===== config.mk =====
export PLATFORM = sky130hd
export DESIGN_NAME = gestor_solicitudes
export DESIGN_NICKNAME = d
export VERILOG_FILES = /design/src/rtl/gestor_solicitudes.sv
export SDC_FILE = /design/constraint.sdc
export NUM_CORES = 1
export LEC_CHECK = 0
export CORE_ASPECT_RATIO = 1.4
export CORE_MARGIN = 2
export CORE_UTILIZATION = 50
export DETAILED_ROUTE_END_ITERATION = 10
export PLACE_DENSITY = 0.77
export SLEW_MARGIN = 20
export SYNTH_ARGS = -nofsm -noshare
export SYNTH_HDL_FRONTEND = slang
export SYNTH_SLANG_ARGS = --single-unit

===== constraint.sdc =====
create_clock -name clk -period 2.9 [get_ports clk]
set_clock_uncertainty 0.2 [all_clocks]
set_input_delay 0.29 -clock clk [delete_from_list [all_inputs] [get_ports clk]]
set_output_delay 0.29 -clock clk [all_outputs]
set_load 0.1 [all_outputs]

===== src/rtl/gestor_solicitudes.sv =====
// gestor_solicitudes: elevator request front end.
// Latches hall/cab button presses into the request vector s, clears the
// requests the car serves, and sequences the door (closed -> open -> closing).
// esperar tells the dispatch machine to hold the car while the door is busy.
module gestor_solicitudes #(
    parameter int OPEN_CYCLES  = 50,
    parameter int CLOSE_CYCLES = 10,
    parameter int CW           = 8
) (
    input  logic       clk,
    input  logic       rst_n,
    input  logic [9:0] botones,
    input  logic [3:0] estado,
    output logic [9:0] s,
    output logic       esperar,
    output logic       puerta_abierta
);

    typedef enum logic [1:0] {
        CERRADA  = 2'd0,
        ABIERTA  = 2'd1,
        CERRANDO = 2'd2
    } door_t;

    localparam logic [CW-1:0] OPEN_LOAD  = CW'(OPEN_CYCLES - 1);
    localparam logic [CW-1:0] CLOSE_LOAD = CW'(CLOSE_CYCLES - 1);

    door_t          door_q, door_d;
    logic [CW-1:0]  cnt_q, cnt_d;
    logic [9:0]     s_q, s_d;
    logic           moving_prev_q;
    logic           puerta_abierta_q;

    logic [9:0]     floor_mask;
    logic [9:0]     stop_mask;
    logic [9:0]     floor_press;
    logic [9:0]     press_clr;
    logic [9:0]     clr;
    logic           stop_evt;
    logic           idle_req;

    // Request bits belonging to the current floor, and the subset a stop serves
    // (cab call plus the hall call in the car's direction of travel).
    always_comb begin
        floor_mask = 10'h000;
        stop_mask  = 10'h000;
        case (estado[1:0])
            2'd0: begin
                floor_mask = 10'h041;
                stop_mask  = 10'h041;
            end
            2'd1: begin
                floor_mask = 10'h086;
                stop_mask  = estado[2] ? 10'h084 : 10'h082;
            end
            2'd2: begin
                floor_mask = 10'h118;
                stop_mask  = estado[2] ? 10'h110 : 10'h108;
            end
            default: begin
                floor_mask = 10'h220;
                stop_mask  = 10'h220;
            end
        endcase
    end

    // A stop is the falling edge of the moving flag; a parked car with the door
    // closed answers any pending call at its own floor, whatever the direction.
    always_comb begin
        stop_evt    = moving_prev_q & ~estado[3];
        idle_req    = ~estado[3] & (door_q == CERRADA) & ~moving_prev_q
                      & (|(s_q & floor_mask));
        floor_press = botones & floor_mask;
    end

    // Door sequencing; a press at the current floor while the door is busy
    // keeps it open and is treated as already served.
    always_comb begin
        door_d    = door_q;
        cnt_d     = cnt_q;
        press_clr = 10'h000;
        case (door_q)
            CERRADA: begin
                if (stop_evt || idle_req) begin
                    door_d = ABIERTA;
                    cnt_d  = OPEN_LOAD;
                end
            end
            ABIERTA: begin
                if (|floor_press) begin
                    cnt_d     = OPEN_LOAD;
                    press_clr = floor_press;
                end else if (cnt_q == '0) begin
                    door_d = CERRANDO;
                    cnt_d  = CLOSE_LOAD;
                end else begin
                    cnt_d = cnt_q - CW'(1);
                end
            end
            CERRANDO: begin
                if (|floor_press) begin
                    door_d    = ABIERTA;
                    cnt_d     = OPEN_LOAD;
                    press_clr = floor_press;
                end else if (cnt_q == '0) begin
                    door_d = CERRADA;
                end else begin
                    cnt_d = cnt_q - CW'(1);
                end
            end
            default: begin
                door_d = CERRADA;
                cnt_d  = '0;
            end
        endcase
    end

    // Served bits are cleared; clearing wins over a same-cycle press.
    always_comb begin
        clr = press_clr;
        if (stop_evt) begin
            clr = clr | stop_mask;
        end
        if (idle_req) begin
            clr = clr | floor_mask;
        end
        s_d = (s_q | botones) & ~clr;
    end

    // State registers; reset drops every request and closes the door at once.
    always_ff @(posedge clk or negedge rst_n) begin
        if (!rst_n) begin
            s_q              <= 10'h000;
            door_q           <= CERRADA;
            cnt_q            <= '0;
            moving_prev_q    <= 1'b0;
            puerta_abierta_q <= 1'b0;
        end else begin
            s_q              <= s_d;
            door_q           <= door_d;
            cnt_q            <= cnt_d;
            moving_prev_q    <= estado[3];
            puerta_abierta_q <= (door_d == ABIERTA);
        end
    end

    // esperar is combinational so the dispatcher sees it in the very cycle
    // the car reports it has stopped.
    always_comb begin
        s              = s_q;
        puerta_abierta = puerta_abierta_q;
        esperar        = (door_q != CERRADA) | stop_evt | idle_req;
    end

endmodule

== Word level (Yosys, flattened, before mapping) ==
Cells that the tools add are included.
Storage, ports and cells
  flip-flop bits (word level): 22
  output and inout port bits: 12
  logic and storage cells: 57
Operators by class
  bitwise gates (word level): 15
  add/subtract/negate cells: 1
  equality and inequality tests: 7
  reductions and logical operators: 9
  muxes and demuxes: 20
Operators with widths (count)
  10-bit case mux with 3 select lines: 2
  10-bit 2-to-1 mux: 4
  8-bit 2-to-1 mux: 5
  10-bit AND: 3
  10-bit bitwise OR: 3
  8-bit case mux with 3 select lines: 1
  10-bit OR reduction: 2
  2-bit 2-to-1 mux: 5
  10-bit inverter: 1
  8-bit logical NOT: 1
  8-bit by 1-bit subtractor with 8-bit output (second input constant): 1
  2-bit by 1-bit == test with 1-bit output (second input constant): 3
  2-bit case mux with 3 select lines: 1
  5-bit 2-to-1 mux: 1
  1-bit AND: 4
  2-bit == test (second input constant): 2
  2-bit logical NOT: 2
  3-bit 2-to-1 mux: 1
  3-bit != test (second input constant): 1
  2-bit by 1-bit != test with 1-bit output (second input constant): 1
  1-bit inverter: 2
  1-bit bitwise OR: 2
  2-bit AND reduction: 1
  2-bit nonzero test: 1
  other kinds (2): 2

== Depth between registers and ports, before layout ==
  word-level depth: 12
  depth in mapped cells: 11
  gate-level depth less buffers: 9

== Worst setup path before layout ==
OpenSTA, ideal clock, no wires.
  kind: reg2reg
  from: register s_q[2], in the netlist s[2]
  to: register cnt_q[2]
  setup slack: 0.183 ns
  buffers on the path: 1
  required time: 2.578 ns
  stages on the path, launching flop included: 9
  arrival time: 2.396 ns
  setup time: 0.122 ns
  path through: dfrtp_1 nor3_1 o22ai_1 o31a_4 nor2b_4 inv_2 and2_4 buf_6 a32o_1
Between the ends
  word-level cells in the longest chain between the ends: 6
Ends and longest elaborated chain
  start, declared: line 30  | logic [9:0] s_q, s_d;
  start signal, assigned: line 133  | s_q <= 10'h000;
  start signal, assigned: line 139  | s_q <= s_d;
  10-bit AND: line 72  | & (|(s_q & floor_mask));
  10-bit OR reduction: line 72
  1-bit AND: line 72
  1-bit logical OR: line 84  | if (stop_evt || idle_req) begin
  2-bit by 1-bit != test with 1-bit output (no line)
  2-bit AND reduction (no line)
  end signal, assigned: line 141  | cnt_q <= cnt_d;
  end, declared: line 29  | logic [CW-1:0] cnt_q, cnt_d;
Every way passes these cells.
A chain may end at the register's enable or synchronous reset.

== Worst setup path after layout ==
  from: input estado[1]
  to: output esperar
Between the ends
  word-level cells in the longest chain between the ends: 6
  elaborated cells on any way between the ends: 8
  those cells by class: eq/ne (2); mux (1); bitwise (3); reduce/logical (2)
Ends and longest elaborated chain
  start, declared: line 13  | input logic [3:0] estado,
  2-bit == test (tied with other cells): line 47  | case (estado[1:0])
  10-bit case mux with 3 select lines (*): line 47
  10-bit AND (*): line 72
  10-bit OR reduction (*): line 72
  1-bit AND (*): line 72
  1-bit bitwise OR (*): line 152  | esperar = (door_q != CERRADA) | stop_evt | idle_req;
  end, declared: line 15  | output logic esperar,
Mark *: on every way between the ends. The rest lies on a longest branch, timed or not.

==> results by group <==
Outcome
  • Outcome: completed

Yosys
  • Flops & latches, synth: 22
  • Syn_area_per_cell: 9.04 sq um
  • Top-count cell post-synth: dfrtp_1
  • Syn Inst Count: 168
  • Cell area after synthesis: 1520 sq um
  • Ys flop type: dfrtp_1
  • Main combinational cell family by area after synthesis: simple AND/OR/NAND/NOR gates
  • Mapped Nets: 190
  • Post-synthesis sequential area ratio: 0.362
  • Ys Warns: 0
  • Synth Area in XOR/XNOR: 0.00577
  • Post-synthesis simple-gate area fraction: 0.274
  • Synth cell count leaders: dfrtp_1, nor2_1, a21oi_1
  • FFs w/ async S/R, synth: 1.00
  • Share of the synthesized area in the top cell type: 0.362
  • Unique masters post-synth: 53
  • Number of flops mapped to enable cells by yosys: 0
  • Post-synthesis adder-cell area fraction: 0.0494
  • Area leader, netlist: dfrtp_1
  • Top cells by area, synth: dfrtp_1, nor2_1, ha_1, a21oi_1, inv_1
  • Synth Area in Compound Gates: 0.240
  • Mux cell area share after synthesis: 0.0173

Critical path
  • Cells along the critical path: clkdlybuf4s50_1 > or2b_1 > o22ai_1 > o31a_4 > nor2b_4 > inv_2 > buf_12
  • R2R cell count: 7
  • CP Class: input port to output pin
  • CP arrival: 2.05 ns
  • CP max stage delay: 0.58 ns
  • Worst R2R Start: cnt_q[0]
  • Reg2Reg Setup Slack: 0.38 ns
  • Worst path required time: 2.41 ns
  • CP Capture Type: output pin
  • CP Launch Type: input port
  • Worst Path Max Fanout: 8
  • Critical-path top delay cell: clkdlybuf4s50_1
  • Worst reg2reg endpoint: puerta_abierta

Timing
  • Total Neg Setup Slack: 0 ns
  • Slew Viols, Final: 0
  • # setup viols final: 0
  • Min Hold Slack: 0.172 ns
  • Unrepaired setup endpoints after global routing: no
  • Final period util: 0.874
  • Hold Fails Final Rpt: 0
  • Fin crit period: 2.54 ns
  • Measured slew at the worst slew-check pin: 0.577 ns
  • Relative slew slack: 0.615
  • Max frequency: 394 MHz

Die
  • Die area: 3500 sq um
  • DIE WIDTH: 50.6 um
  • Row count: 23
  • Core area: 2880 sq um
  • Die Y: 69.2 um
  • Initial core utilization: 0.528
  • Num ports: 28

Placed design
  • Placed cells: 227
  • Routability-driven placement congestion ratio: 0.923
  • I/O Buffers: 27
  • DP HPWL: 3160 um
  • Cell Area, Placed: 1800 sq um

Drt
  • ANT nets after route: 0
  • First-pass iteration count of the detailed router: 6
  • DRT iter0 DRCs: 56
  • Vias: 1437
  • Via density: 6.25
  • DRC Markers: 0
  • Routed length per instance: 17.4 um
  • Final WL: 4010 um

Worst hold path
  • Hold Path Class: input port to async pin

Clock network
  • CTS root buf: clkbuf_8
  • Clock Latency Late Sink: 0.27 ns
  • CTS tree: built
  • Post-CTS Resized: 0
  • CTS buffer count: 3
  • Setup Fix Bufs, Post-CTS: 0
  • CTS Hold Buffers Added: 0
  • H-tree Lvls: 1
  • TritonCTS Sinks: 22
  • CTS Buffer Depth: 2
  • Clk slew on worst S/H paths: 0.08 ns

Job
  • Max Cap Violations: 0

Power
  • Switching part of the total: 0.516
  • PwrDens: 894 nW/um^2
  • Logic gate share of total power: 0.599
  • Leakage: 0.000747 uW
  • NetSw: 848 uW
  • Peak supply drop: 0.000564 V
  • Sequential power share: 0.283
  • Clk pwr share: 0.118
  • Overall Power: 1640 uW
  • Internal: 796 uW

GRT
  • Initial antenna violation count: 0
  • Total gr overflow: 0
  • Vias in the first global route: 1483
  • GR Util All Layers: 0.242
  • Global-route wire length before repair: 6570 um
  • Largest net degree at the start of global routing: 23

Finish
  • Cell area after layout: 1840 sq um
  • Layout cells sized above 1: 0.145
  • # diodes: 0
  • Nets: 217
  • Final non-filler cell total: 230
  • Layout area overhead: 21.0%
-- how the worst max path moves through the flow --
| stage | from | end | slack, ns | depth (start not counted) |
|---|---|---|---|---|
| final | estado[1] | esperar | 0.36 | 7 |
| after global routing | cnt_q[0] | puerta_abierta | 0.09 | 7 |
| after CTS | cnt_q[0] | puerta_abierta | 0.35 | 7 |
| after detailed placement | estado[1] | puerta_abierta | 0.23 | 5 |
| after global placement | estado[1] | puerta_abierta | 0.35 | 5 |
| after floorplan | s[2] | cnt_q[2] | 0.18 | 8 |
-- power by group through the flow --
stage                     sequential, uW  combinational, uW  clock (uW)
after floorplan                      698                511           0
after global placement               465                953           0
after detailed placement             470                980           0
after CTS                            465                982         198
after global routing                 474               1050         207
final                                465                985         194
-- final cells by class --
class | instances | area, sq um
fillers | 259 | 1040
multi-input cells | 128 | 891
flip-flops and latches | 22 | 551
repair buffers | 29 | 268
well taps | 37 | 46.3
clock buffers | 3 | 41.3
inverters | 11 | 41.3
-- placed cells by master, fill, tap and decap left out, types with 2 or more instances in the layout --
| cell type | netlist | final |
|---|---|---|
| o211ai_1 | 5 | 5 |
| clkdlybuf4s50_1 | 0 | 15 |
| a21oi_1 | 11 | 11 |
| inv_1 | 10 | 10 |
| nand2_1 | 10 | 10 |
| nor3_1 | 5 | 5 |
| nor2_1 | 21 | 21 |
| a2111oi_0 | 3 | 3 |
| nor3b_1 | 2 | 2 |
| a41oi_1 | 4 | 4 |
| a211oi_1 | 3 | 3 |
| and2b_1 | 2 | 2 |
| or2_2 | 2 | 2 |
| o21ai_0 | 2 | 2 |
| buf_4 | 0 | 13 |
| clkbuf_8 | 0 | 3 |
| nand2b_1 | 2 | 2 |
| o22ai_1 | 4 | 4 |
| ha_1 | 6 | 6 |
| o22a_1 | 4 | 4 |
| and2_1 | 2 | 2 |
| nand3_1 | 7 | 7 |
| dfrtp_1 | 22 | 22 |
| nand4_1 | 5 | 5 |
-- layer usage --
metal	global-route usage	vias up	wire (um)
met5	0	-	0
met4	0.0931	0	70
met3	0.0194	9	139
met2	0.490	53	2330
met1	0.239	692	1470
li1	-	683	-
-- flip-flops by register name, summed over array words and instances (netlist names) --
name,flops
cnt_q,8
puerta_abierta,1
moving_prev_q,1
s,10
door_q,2
-- logic make-up (layout without fill, tap and decap cells) --
kind of cell	count (synthesis)	after routing
xor gates and xnor gates	1	1
buffers and inverters	18	43
and+or+nand+nor	72	72
DFF	22	22
muxes	1	1
adders and majority gates	6	6
AOI/OAI and AO/OA	48	48
-- stage by stage --
stage               utilization  setup WS [ns]
floorplan                     -          0.183
global placement          0.624          0.348
detailed placement        0.624          0.230
CTS                       0.639          0.348
global route              0.639         0.0883
finish                    0.639          0.365
-- worst max-delay path: cells and delay by family --
| kind | cells | cell delay, ns |
|---|---|---|
| buf+inv | 3 | 0.92 |
| simple gates | 2 | 0.36 |
| compound gates | 2 | 0.47 |
Note: power is estimated with default switching activity, not from simulation.
